$ cat src/rtl/kypd_pkg.sv
// Shared constants, FSM state type and the 4x4 key map for the keypad emulator.
package kypd_pkg;

  localparam logic [3:0] ROW_IDLE = 4'b1111;

  typedef enum logic [1:0] {
    IDLE    = 2'd0,
    PRESS   = 2'd1,
    RELEASE = 2'd2
  } kypd_state_e;

  // Column strobe (active low) that scans the given key
  function automatic logic [3:0] key_col(input logic [3:0] code);
    case (code)
      4'h1, 4'h4, 4'h7, 4'h0: key_col = 4'b0111;
      4'h2, 4'h5, 4'h8, 4'hF: key_col = 4'b1011;
      4'h3, 4'h6, 4'h9, 4'hE: key_col = 4'b1101;
      default:                key_col = 4'b1110;
    endcase
  endfunction

  // Row line (active low) the key pulls when its column is strobed
  function automatic logic [3:0] key_row(input logic [3:0] code);
    case (code)
      4'h1, 4'h2, 4'h3, 4'hA: key_row = 4'b0111;
      4'h4, 4'h5, 4'h6, 4'hB: key_row = 4'b1011;
      4'h7, 4'h8, 4'h9, 4'hC: key_row = 4'b1101;
      default:                key_row = 4'b1110;
    endcase
  endfunction

endpackage

$ cat src/rtl/kypd_col_sync.sv
// Two-flop synchronizer for the scanner column strobes, with a per-bit
// falling-edge (column asserted) strobe taken on the synchronized value.
module kypd_col_sync
  import kypd_pkg::*;
(
  input  logic       clk,
  input  logic       rst,
  input  logic [3:0] col,
  output logic [3:0] col_s,
  output logic [3:0] col_fall
);

  logic [3:0] col_q1;
  logic [3:0] col_d;

  always_ff @(posedge clk) begin
    if (rst) begin
      col_q1 <= ROW_IDLE;
      col_s  <= ROW_IDLE;
      col_d  <= ROW_IDLE;
    end else begin
      col_q1 <= col;
      col_s  <= col_q1;
      col_d  <= col_s;
    end
  end

  assign col_fall = col_d & ~col_s;

endmodule

$ cat src/rtl/kypd_emulator.sv
// Keypad-side emulator: answers the scanner's column strobes with the row of a
// commanded key for HOLD_SCANS strobes, then idles Row for RELEASE_CYCLES.
//
// state   | meaning
// IDLE    | Row idle, key_ready high, waiting for a command
// PRESS   | answering strobes of the key's column, counting scans and timeout
// RELEASE | Row idle for RELEASE_CYCLES, then key_done and back to IDLE
module kypd_emulator
  import kypd_pkg::*;
#(
  parameter int HOLD_SCANS     = 2,
  parameter int RELEASE_CYCLES = 100000,
  parameter int TIMEOUT_CYCLES = 1000000
) (
  input  logic       clk,
  input  logic       rst,
  input  logic [3:0] Col,
  output logic [3:0] Row,
  input  logic       key_valid,
  input  logic [3:0] key_code,
  output logic       key_ready,
  output logic       key_done,
  output logic       key_timeout
);

  localparam int SCAN_W = $clog2(HOLD_SCANS) + 1;
  localparam int TO_W   = $clog2(TIMEOUT_CYCLES) + 1;
  localparam int REL_W  = $clog2(RELEASE_CYCLES) + 1;

  localparam logic [SCAN_W-1:0] SCAN_MAX = SCAN_W'(HOLD_SCANS);
  localparam logic [TO_W-1:0]   TO_LAST  = TO_W'(TIMEOUT_CYCLES - 1);
  localparam logic [REL_W-1:0]  REL_LAST = REL_W'(RELEASE_CYCLES - 1);
  localparam logic [REL_W-1:0]  REL_END  = REL_W'(RELEASE_CYCLES);

  kypd_state_e       state;
  logic [3:0]        col_pat;
  logic [3:0]        row_pat;
  logic [SCAN_W-1:0] scan_cnt;
  logic [TO_W-1:0]   to_cnt;
  logic [REL_W-1:0]  rel_cnt;

  logic [3:0] col_s;
  logic [3:0] col_fall;
  logic       col_match;
  logic       col_event;
  logic       release_hit;
  logic       timeout_hit;

  kypd_col_sync u_col_sync (
    .clk      (clk),
    .rst      (rst),
    .col      (Col),
    .col_s    (col_s),
    .col_fall (col_fall)
  );

  assign key_ready   = (state == IDLE) && !rst;
  assign col_match   = (col_s == col_pat);
  // Exact match plus a fall on the key's own column bit marks a new strobe
  assign col_event   = col_match && |(col_fall & ~col_pat);
  assign release_hit = (scan_cnt == SCAN_MAX) && !col_match;
  assign timeout_hit = (to_cnt == TO_LAST);

  always_ff @(posedge clk) begin
    if (rst) begin
      state       <= IDLE;
      Row         <= ROW_IDLE;
      col_pat     <= ROW_IDLE;
      row_pat     <= ROW_IDLE;
      scan_cnt    <= '0;
      to_cnt      <= '0;
      rel_cnt     <= '0;
      key_done    <= 1'b0;
      key_timeout <= 1'b0;
    end else begin
      key_done    <= 1'b0;
      key_timeout <= 1'b0;
      case (state)
        IDLE: begin
          Row <= ROW_IDLE;
          if (key_valid && key_ready) begin
            col_pat  <= key_col(key_code);
            row_pat  <= key_row(key_code);
            scan_cnt <= '0;
            to_cnt   <= '0;
            state    <= PRESS;
          end
        end
        PRESS: begin
          if (release_hit) begin
            Row     <= ROW_IDLE;
            rel_cnt <= '0;
            state   <= RELEASE;
          end else if (timeout_hit) begin
            Row         <= ROW_IDLE;
            rel_cnt     <= '0;
            key_timeout <= 1'b1;
            state       <= RELEASE;
          end else begin
            Row <= col_match ? row_pat : ROW_IDLE;
            if (col_event) begin
              to_cnt <= '0;
              if (scan_cnt != SCAN_MAX) scan_cnt <= scan_cnt + 1'b1;
            end else begin
              to_cnt <= to_cnt + 1'b1;
            end
          end
        end
        RELEASE: begin
          Row <= ROW_IDLE;
          // key_done goes out while still in RELEASE so key_ready rises one cycle later
          if (rel_cnt == REL_END) begin
            state <= IDLE;
          end else begin
            if (rel_cnt == REL_LAST) key_done <= 1'b1;
            rel_cnt <= rel_cnt + 1'b1;
          end
        end
        default: begin
          Row   <= ROW_IDLE;
          state <= IDLE;
        end
      endcase
    end
  end

endmodule

$ cat config.mk
export PLATFORM = sky130hd
export DESIGN_NAME = kypd_emulator
export DESIGN_NICKNAME = d
export VERILOG_FILES = /design/src/rtl/kypd_pkg.sv /design/src/rtl/kypd_col_sync.sv /design/src/rtl/kypd_emulator.sv
export SDC_FILE = /design/constraint.sdc
export NUM_CORES = 1
export LEC_CHECK = 0
export ABC_AREA = 0
export BUFFER_PORTS_ARGS = -buffer_cell sky130_fd_sc_hd__buf_2
export CAP_MARGIN = 0
export CORE_MARGIN = 1
export CORE_UTILIZATION = 65
export CTS_CLUSTER_SIZE = 28
export DETAILED_ROUTE_END_ITERATION = 8
export PLACE_DENSITY = 0.94
export SETUP_SLACK_MARGIN = 0.02
export SLEW_MARGIN = 0
export SYNTH_ARGS = -nofsm -noshare
export SYNTH_HDL_FRONTEND = slang
export SYNTH_SLANG_ARGS = --single-unit
$ cat constraint.sdc
create_clock -name clk -period 6.2 [get_ports clk]
set_input_delay 1.24 -clock clk [delete_from_list [all_inputs] [get_ports clk]]
set_output_delay 1.24 -clock clk [all_outputs]
set_load 0.05 [all_outputs]
==> flow_summary.yaml, run 1 <==
run_status:
  outcome: "completed"
worst_setup_path:
  critPathLaunchType: "primary input"
  worstPathArrival_ps: 2300
  endpoint_kind: "output port"
  path_max_fanout: 66
  worstSetupPathType: "in -> out"
  required_ps: 4960
sta:
  fmax_mhz: 282
  rsz0062_at_grt: "no"
  hold_viol: 0
  clock_skew_ps: 10.9
  hold_ws_ps: 411
  tightest_slew_ps: 893
  drv_slew: 0
  min_period_ps: 3540
  fin_tns_setup_ps: 0
  period_share_pct: 57.2
  setup_ws_ps: 2660
  setup_violations: 0
  max-slew-margin-rel_pct: 40.4
synthesis:
  synthDistinctLibCells: 58
  syn_area_um2: 3560
  async_reset_ff_share_pct: 0
  synth-edff-count: 0
  ys_seq_area_share_pct: 38.8
  postSynthAreaPerCell_um2: 8.22
  netlist_instances: 433
  ys_warn_count: 0
  synthesis.nets: 454
  ys_ff_latch: 69
  synth-main-ff-cell: "dfxtp_1"
clocking:
  postCtsSetupBuffers: 0
  cts_buffers: 9
  clk_pin_slew_worst_paths_ps: 60
  clk-insertion-delay-late_ps: 350
  cts_sinks: 69
  cts_tree: "done"
  hold_buffers: 0
  cts_root_buf: "clkbuf_8"
  cts_resized: 0
  h-tree-depth: 3
  clk_path_buf_depth: 2
layout:
  area_delta_synth_final_pct: 8.02
  final_common_cell: "dfxtp_1"
  antennaDiodeCount: 0
  nNetsFinal: 462
  layout_common_cells: "dfxtp_1 (69), nand2_1 (38), a21oi_1 (36), nor2_1 (35), o21ai_0 (34)"
  drive_above_1_share_pct: 13.0
global_route:
  antenna_found_initial: 0
  grt_pass1_wl_um: 14200
  overflow: 0
  grt_pass1_vias: 3094
  grtUsageTotal_pct: 30.2
  grt_max_degree: 67
placement:
  dp_slack_ps: 2670
  hpwl_um: 5640
  place.gp.congestion: 0.930
  port_buffers: 17
route:
  wl_per_cell_um: 16.5
  drc: 0
  vias: 3436
  antenna_left: 0
  post_drt_via_cell_ratio: 6.66
  dr.pass1.iters: 5
  wl_um: 8520
  drt_iter0_drc: 586
power_and_ir_drop:
  leakagePower_nw: 1.37
  p_per_area_nw_per_um2: 238
  peakVddDrop_uv: 243
die:
  start_util_pct: 68.8
  die_h_um: 76.0
  core_area_um2: 5170
  rows: 26
  fp.dieArea_um2: 5770
  ios: 18
  die_w_um: 76.0
run:
  cap_violations: 0
worst_hold_path:
  hold_path_class: "reg -> reg"
[where the power goes]
| part | switching [W] | internal [W] | total, W |
|---|---|---|---|
| logic | 0.0000590 | 0.0000290 | 0.0000880 |
| registers | 0.00000987 | 0.000455 | 0.000465 |
| clock network | 0.000168 | 0.000194 | 0.000362 |
| total | 0.000237 | 0.000678 | 0.000915 |
[final cells by class]
class	count	area [µm²]
well taps	70	87.6
repair buffers	19	100
clock buffers	11	141
flip-flops and latches	69	1380
inverters	9	33.8
multi-input cells	333	2050
clock inverters	5	50.0
fillers	341	1330
[routing by layer]
layer / vias up / global-route usage [%] / part of all wire [%]
met2: 185 / 51.3 / 48
li1: 1599 / - / -
met1: 1632 / 38.0 / 44
met5: - / 0 / 0
met4: 0 / 14.6 / 1.9
met3: 20 / 4.07 / 6.3
[cells in the mapped netlist, types with 11 or more instances]
master | n | share of area (%)
nand2b_1 | 11 | 1.9
o31ai_1 | 11 | 2.3
nand2_1 | 38 | 4.0
or2_2 | 13 | 2.3
clkbuf_1 | 20 | 2.1
nand3_1 | 17 | 2.4
and3_1 | 11 | 1.9
nor3_1 | 14 | 2.0
a21oi_1 | 36 | 5.1
dfxtp_1 | 69 | 39
o21ai_0 | 34 | 4.8
nor2_1 | 35 | 3.7
[registers in the layout, summed over array words and instances, names as in the netlist]
register           count
scan_cnt               2
row_pat                4
to_cnt                21
key_done               1
col_pat                4
u_col_sync.col_q1      4
u_col_sync.col_s       4
key_timeout            1
u_col_sync.col_d       4
state                  2
Row                    4
rel_cnt               18
[worst paths after layout]
check                       start                  end  slack, ps  cells after the start
max                           rst            key_ready       2660                      4
min          u_col_sync.col_q1[1]  u_col_sync.col_s[1]        410                      1
max reg2reg             to_cnt[0]          scan_cnt[1]       3380                      7
min reg2reg  u_col_sync.col_q1[1]  u_col_sync.col_s[1]        410                      1
[per-stage QoR]
stage,instances,utilization (%),area [µm²],total power (W)
floorplan,433,-,3560,0.000535
global placement,500,70.6,3650,0.000554
detailed placement,500,70.6,3650,0.000559
CTS,516,74.3,3840,0.000910
global route,516,74.3,3840,0.000940
finish,516,74.3,3840,0.000915
[critical path: stages]
cell and delay, ps:
buf_2 100, buf_4 310, nor3_1 330, buf_2 330
[logic make-up after synthesis]
family	Yosys count	synth area share, %
and+or+nand+nor	192	29.7
adders and majority gates	10	3.52
DFF	69	38.8
muxes	5	1.79
buffers and inverters	31	3.59
xor gates and xnor gates	6	1.48
AOI/OAI and AO/OA	120	21.1
Note: power is estimated with default switching activity, not from simulation.
==> run 2: changes to the inputs <==
CORE_UTILIZATION = 55   (was 65)
PLACE_DENSITY = 0.86   (was 0.94)
clock period = 3.05 ns   (was 6.2 ns; I/O delays follow)
==> run 2 against run 1 <==
Non-clock buffer count grew 3. Global-route usage shrank 3.9 points. Sequential share of layout area shrank 0.47 points. Sequential power grew 100%. Wire length shrank 3.4%. Sequential cell count is the same. Highest routed layer unchanged.
==> flow_summary.yaml, run 2 (synthesis gave the netlist of run 1 again) <==
run_status:
  outcome: "completed"
die:
  fp.dieArea_um2: 6790
  core_area_um2: 6100
  die_w_um: 82.4
  ios: 18
  die_h_um: 82.4
  rows: 28
  start_util_pct: 58.4
route:
  drt_iter0_drc: 569
  vias: 3351
  drc: 0
  antenna_left: 0
  post_drt_via_cell_ratio: 6.40
  dr.pass1.iters: 5
  wl_um: 8230
  wl_per_cell_um: 15.7
layout:
  largest_reg_flops: 21
  final-seq-area_um2: 1380
  largest-register: "to_cnt"
  multi_input_area_um2: 2050
  nNetsFinal: 465
  antennaDiodeCount: 0
  reg_top3: "to_cnt: 21 flops, rel_cnt: 18 flops"
  layout_common_cells: "dfxtp_1 (69), nand2_1 (38), a21oi_1 (36), nor2_1 (35), o21ai_0 (34)"
  final_common_cell: "dfxtp_1"
  area_delta_synth_final_pct: 9.46
  fill_cells: 522
  drive_above_1_share_pct: 13.6
sta:
  drv_slew: 0
  min_period_ps: 2690
  period_share_pct: 88.2
  fin_tns_setup_ps: 0
  tightest_slew_ps: 706
  rsz0062_at_grt: "no"
  setup_ws_ps: 361
  setup_violations: 0
  max-slew-margin-rel_pct: 52.6
  clock_skew_ps: 9.10
  hold_viol: 0
  fmax_mhz: 372
global_route:
  grt_pass1_wl_um: 13500
  grt_max_degree: 40
  grtUsageTotal_pct: 26.4
  grt_pass1_vias: 2885
  antenna_found_initial: 0
  overflow: 0
worst_hold_path:
  min_from: "u_col_sync.col_q1[1]"
  hold_path_end: "u_col_sync.col_s[1]"
  hold_path_class: "reg -> reg"
  hold_depth: 1
worst_setup_path:
  r2r-start: "to_cnt[0]"
  r2r_setup_slack_ps: 360
  worstSetupPathType: "reg -> reg"
  required_ps: 3300
  r2r_end: "to_cnt[17]"
  critical_path.most_common_cell: "nor3_1"
  cp_slowest_cell: "nor3_1"
  worstPathArrival_ps: 2940
  critPathLaunchType: "register"
  endpoint_kind: "register"
  rr_worst_depth: 7
  slowest_delay_ps: 610
  path_max_fanout: 7
  cp_cell_sequence: "ha_1 > nand3_1 > nor3_1 > a211oi_1 > nor3_1 > o21ai_0 > o31ai_1"
placement:
  dp_slack_ps: 516
  port_buffers: 17
  hpwl_um: 5510
  place.gp.congestion: 0.909
power_and_ir_drop:
  leakagePower_nw: 1.39
  p_per_area_nw_per_um2: 497
  peakVddDrop_uv: 422
clocking:
  h-tree-depth: 3
  cts_sinks: 69
  clk-insertion-delay-late_ps: 340
  postCtsSetupBuffers: 0
  cts_buffers: 9
  clk_pin_slew_worst_paths_ps: 80
  clk_path_buf_depth: 2
  cts_tree: "done"
  hold_buffers: 0
  cts_root_buf: "clkbuf_8"
  cts_resized: 0
run:
  cap_violations: 0
run 2: cell count changes in the layout (fill, tap and decap cells not counted):
cell        change
inv_6           +1
clkinv_2        -2
clkbuf_8        -1
clkinvlp_4      +1
bufinv_16       +1
buf_4           +3
run 2: worst max path at each step:
stage | from | to | slack (ps) | cells past startpoint
2_1_floorplan | rst | to_cnt[14] | 140 | 6
3_3_place_gp | to_cnt[0] | to_cnt[17] | 650 | 7
3_5_place_dp | to_cnt[0] | scan_cnt[1] | 520 | 7
4_1_cts | to_cnt[0] | to_cnt[17] | 450 | 7
5_1_grt | to_cnt[0] | to_cnt[17] | 60 | 7
6_report | to_cnt[0] | to_cnt[17] | 360 | 7
run 2: per-layer routing:
layer / share of wire [%] / wire [µm] / up-vias / GRT usage (%)
li1: - / - / 1613 / -
met1: 45 / 3730 / 1581 / 34.9
met2: 47 / 3860 / 148 / 40.9
met3: 6.1 / 498 / 9 / 6.37
met4: 1.7 / 136 / 0 / 11.1
met5: 0 / 0 / - / 0
run 2: critical path: cells and delay by family (launching register included):
kind,cells,cell delay [ps]
adder cells (fa/ha/maj),1,260
AND/OR/NAND/NOR,3,1380
flip-flops,1,420
AO/OA/AOI/OAI,3,550
run 2: layout make-up:
cell class / instances / area share [%]
Clock buffer: 10 / 3.28
Clock inverter: 6 / 2.22
Inverter: 9 / 0.868
Multi-Input combinational cell: 333 / 52.6
Sequential cell: 69 / 35.5
Tap cell: 75 / 2.41
Timing Repair Buffer: 22 / 3.15
run 2: power by group:
| group | leakage [nW] | internal, W | switching, W |
|---|---|---|---|
| Combinational | 0.721 | 0.0000615 | 0.000116 |
| Clock | 0.107 | 0.000461 | 0.000353 |
| Sequential | 0.561 | 0.000924 | 0.0000175 |
run 2: stage by stage:
| step | power (W) | instances | hold slack (ps) | utilization [%] | area [µm²] |
|---|---|---|---|---|---|
| floorplan | 0.00109 | 433 | 389 | - | 3560 |
| global placement | 0.00113 | 508 | 393 | 60.4 | 3680 |
| detailed placement | 0.00114 | 508 | 395 | 60.4 | 3680 |
| CTS | 0.00194 | 524 | 412 | 63.9 | 3890 |
| global route | 0.00200 | 524 | 425 | 63.9 | 3890 |
| finish | 0.00193 | 524 | 411 | 63.9 | 3890 |
==> run 3: changes to the inputs <==
REMOVE_ABC_BUFFERS = 1   (was not set)
==> run 3 against run 2 <==
First-iteration DRC count is 33% lower. Final cell count stayed put. Clock power is 12% higher.
==> flow_summary.yaml, run 3 (synthesis gave the netlist of run 1 again) <==
run_status:
  outcome: "completed"
global_route:
  overflow: 0
  grtUsageTotal_pct: 27.0
  antenna_found_initial: 0
  grt_pass1_vias: 3051
  grt_max_degree: 66
  grt_pass1_wl_um: 13900
sta:
  fmax_mhz: 399
  setup_violations: 0
  min_period_ps: 2500
  setup_ws_ps: 547
  rsz0062_at_grt: "no"
  clock_skew_ps: 10.7
  hold_viol: 0
  period_share_pct: 82.1
  tightest_slew_ps: 706
  max-slew-margin-rel_pct: 52.6
  fin_tns_setup_ps: 0
  drv_slew: 0
route:
  wl_per_cell_um: 16.1
  antenna_left: 0
  drt_iter0_drc: 380
  dr.pass1.iters: 5
  post_drt_via_cell_ratio: 6.49
  drc: 0
  vias: 3403
  wl_um: 8460
layout:
  drive_above_1_share_pct: 13.8
  final_util_pct: 64.4
  final_common_cell: "dfxtp_1"
  largest-register: "to_cnt"
  layout_common_cells: "dfxtp_1 (69), nand2_1 (38), a21oi_1 (36), nor2_1 (35), o21ai_0 (34)"
  fill_cells: 517
  final-seq-area_um2: 1380
  area_delta_synth_final_pct: 10.4
  multi_input_area_um2: 2050
  antennaDiodeCount: 0
  reg_top3: "to_cnt: 21 flops, rel_cnt: 18 flops"
  largest_reg_flops: 21
  nNetsFinal: 465
die:
  die_w_um: 82.4
  core_area_um2: 6100
  fp.dieArea_um2: 6790
  ios: 18
  die_h_um: 82.4
  start_util_pct: 58.4
  rows: 28
clocking:
  cts_sinks: 69
  clk_pin_slew_worst_paths_ps: 80
  cts_root_buf: "clkbuf_8"
  hold_buffers: 0
  h-tree-depth: 3
  cts_resized: 0
  cts_buffers: 9
  clk-insertion-delay-late_ps: 340
  clk_path_buf_depth: 2
  postCtsSetupBuffers: 0
  cts_tree: "done"
power_and_ir_drop:
  peakVddDrop_uv: 571
  leakagePower_nw: 1.40
  p_per_area_nw_per_um2: 517
worst_setup_path:
  cp_slowest_cell: "or4b_1"
  crit_buf_inv: 0
  worstPathArrival_ps: 2730
  crit_family: "simple AND/OR/NAND/NOR gates"
  critPathLaunchType: "register"
  r2r-start: "to_cnt[12]"
  cp_cell_sequence: "or4b_1 > nor4_4 > a21o_1 > nand2_1 > nand3_1 > mux2_2"
  worstSetupPathType: "reg -> reg"
  slowest_delay_ps: 590
  required_ps: 3280
  path_max_fanout: 11
  endpoint_kind: "register"
  crit_path_start: "to_cnt[12]"
placement:
  dp_slack_ps: 619
  place.gp.congestion: 0.955
  hpwl_um: 5440
  port_buffers: 17
run:
  cap_violations: 0
worst_hold_path:
  min_from: "u_col_sync.col_q1[0]"
  hold_path_class: "reg -> reg"
run 3: worst reg2reg max path, stage by stage (launching register included):
cell and delay, ps:
dfxtp_1 370, or4b_1 590, nor4_4 360, a21o_1 430
nand2_1 150, nand3_1 160, mux2_2 350
run 3: final timing paths:
| path | to | slack (ps) | cells after the start |
|---|---|---|---|
| setup / recovery | scan_cnt[1] | 550 | 6 |
| hold reg to reg | u_col_sync.col_s[0] | 410 | 1 |
| hold / removal | u_col_sync.col_s[0] | 410 | 1 |
| setup reg to reg | scan_cnt[1] | 550 | 6 |
run 3: through the flow:
step	hold WS, ps	area [µm²]	cells	total power, W
2_1_floorplan	389	3460	411	0.00107
3_3_place_gp	392	3680	508	0.00113
3_5_place_dp	392	3680	508	0.00114
4_1_cts	417	3930	524	0.00204
5_1_grt	426	3930	524	0.00210
6_report	413	3930	524	0.00203
run 3: layout make-up:
| class | instances | share of cell area [%] |
|---|---|---|
| Multi-Input combinational cell | 333 | 52.2 |
| Inverter | 9 | 0.860 |
| Clock inverter | 7 | 3.15 |
| Sequential cell | 69 | 35.2 |
| Timing Repair Buffer | 22 | 3.12 |
| Tap cell | 75 | 2.39 |
| Clock buffer | 9 | 3.15 |
run 3: where the power goes:
group	internal (W)	leakage [nW]	switching, W
Clock	0.000547	0.120	0.000361
Sequential	0.000924	0.561	0.0000182
Combinational	0.0000607	0.721	0.000119
run 3: layer usage:
layer / global-route usage (%) / wire length (µm)
met4: 13.2 / 206
met3: 6.92 / 711
met2: 41.8 / 3970
met1: 34.8 / 3570
met5: 0 / 0
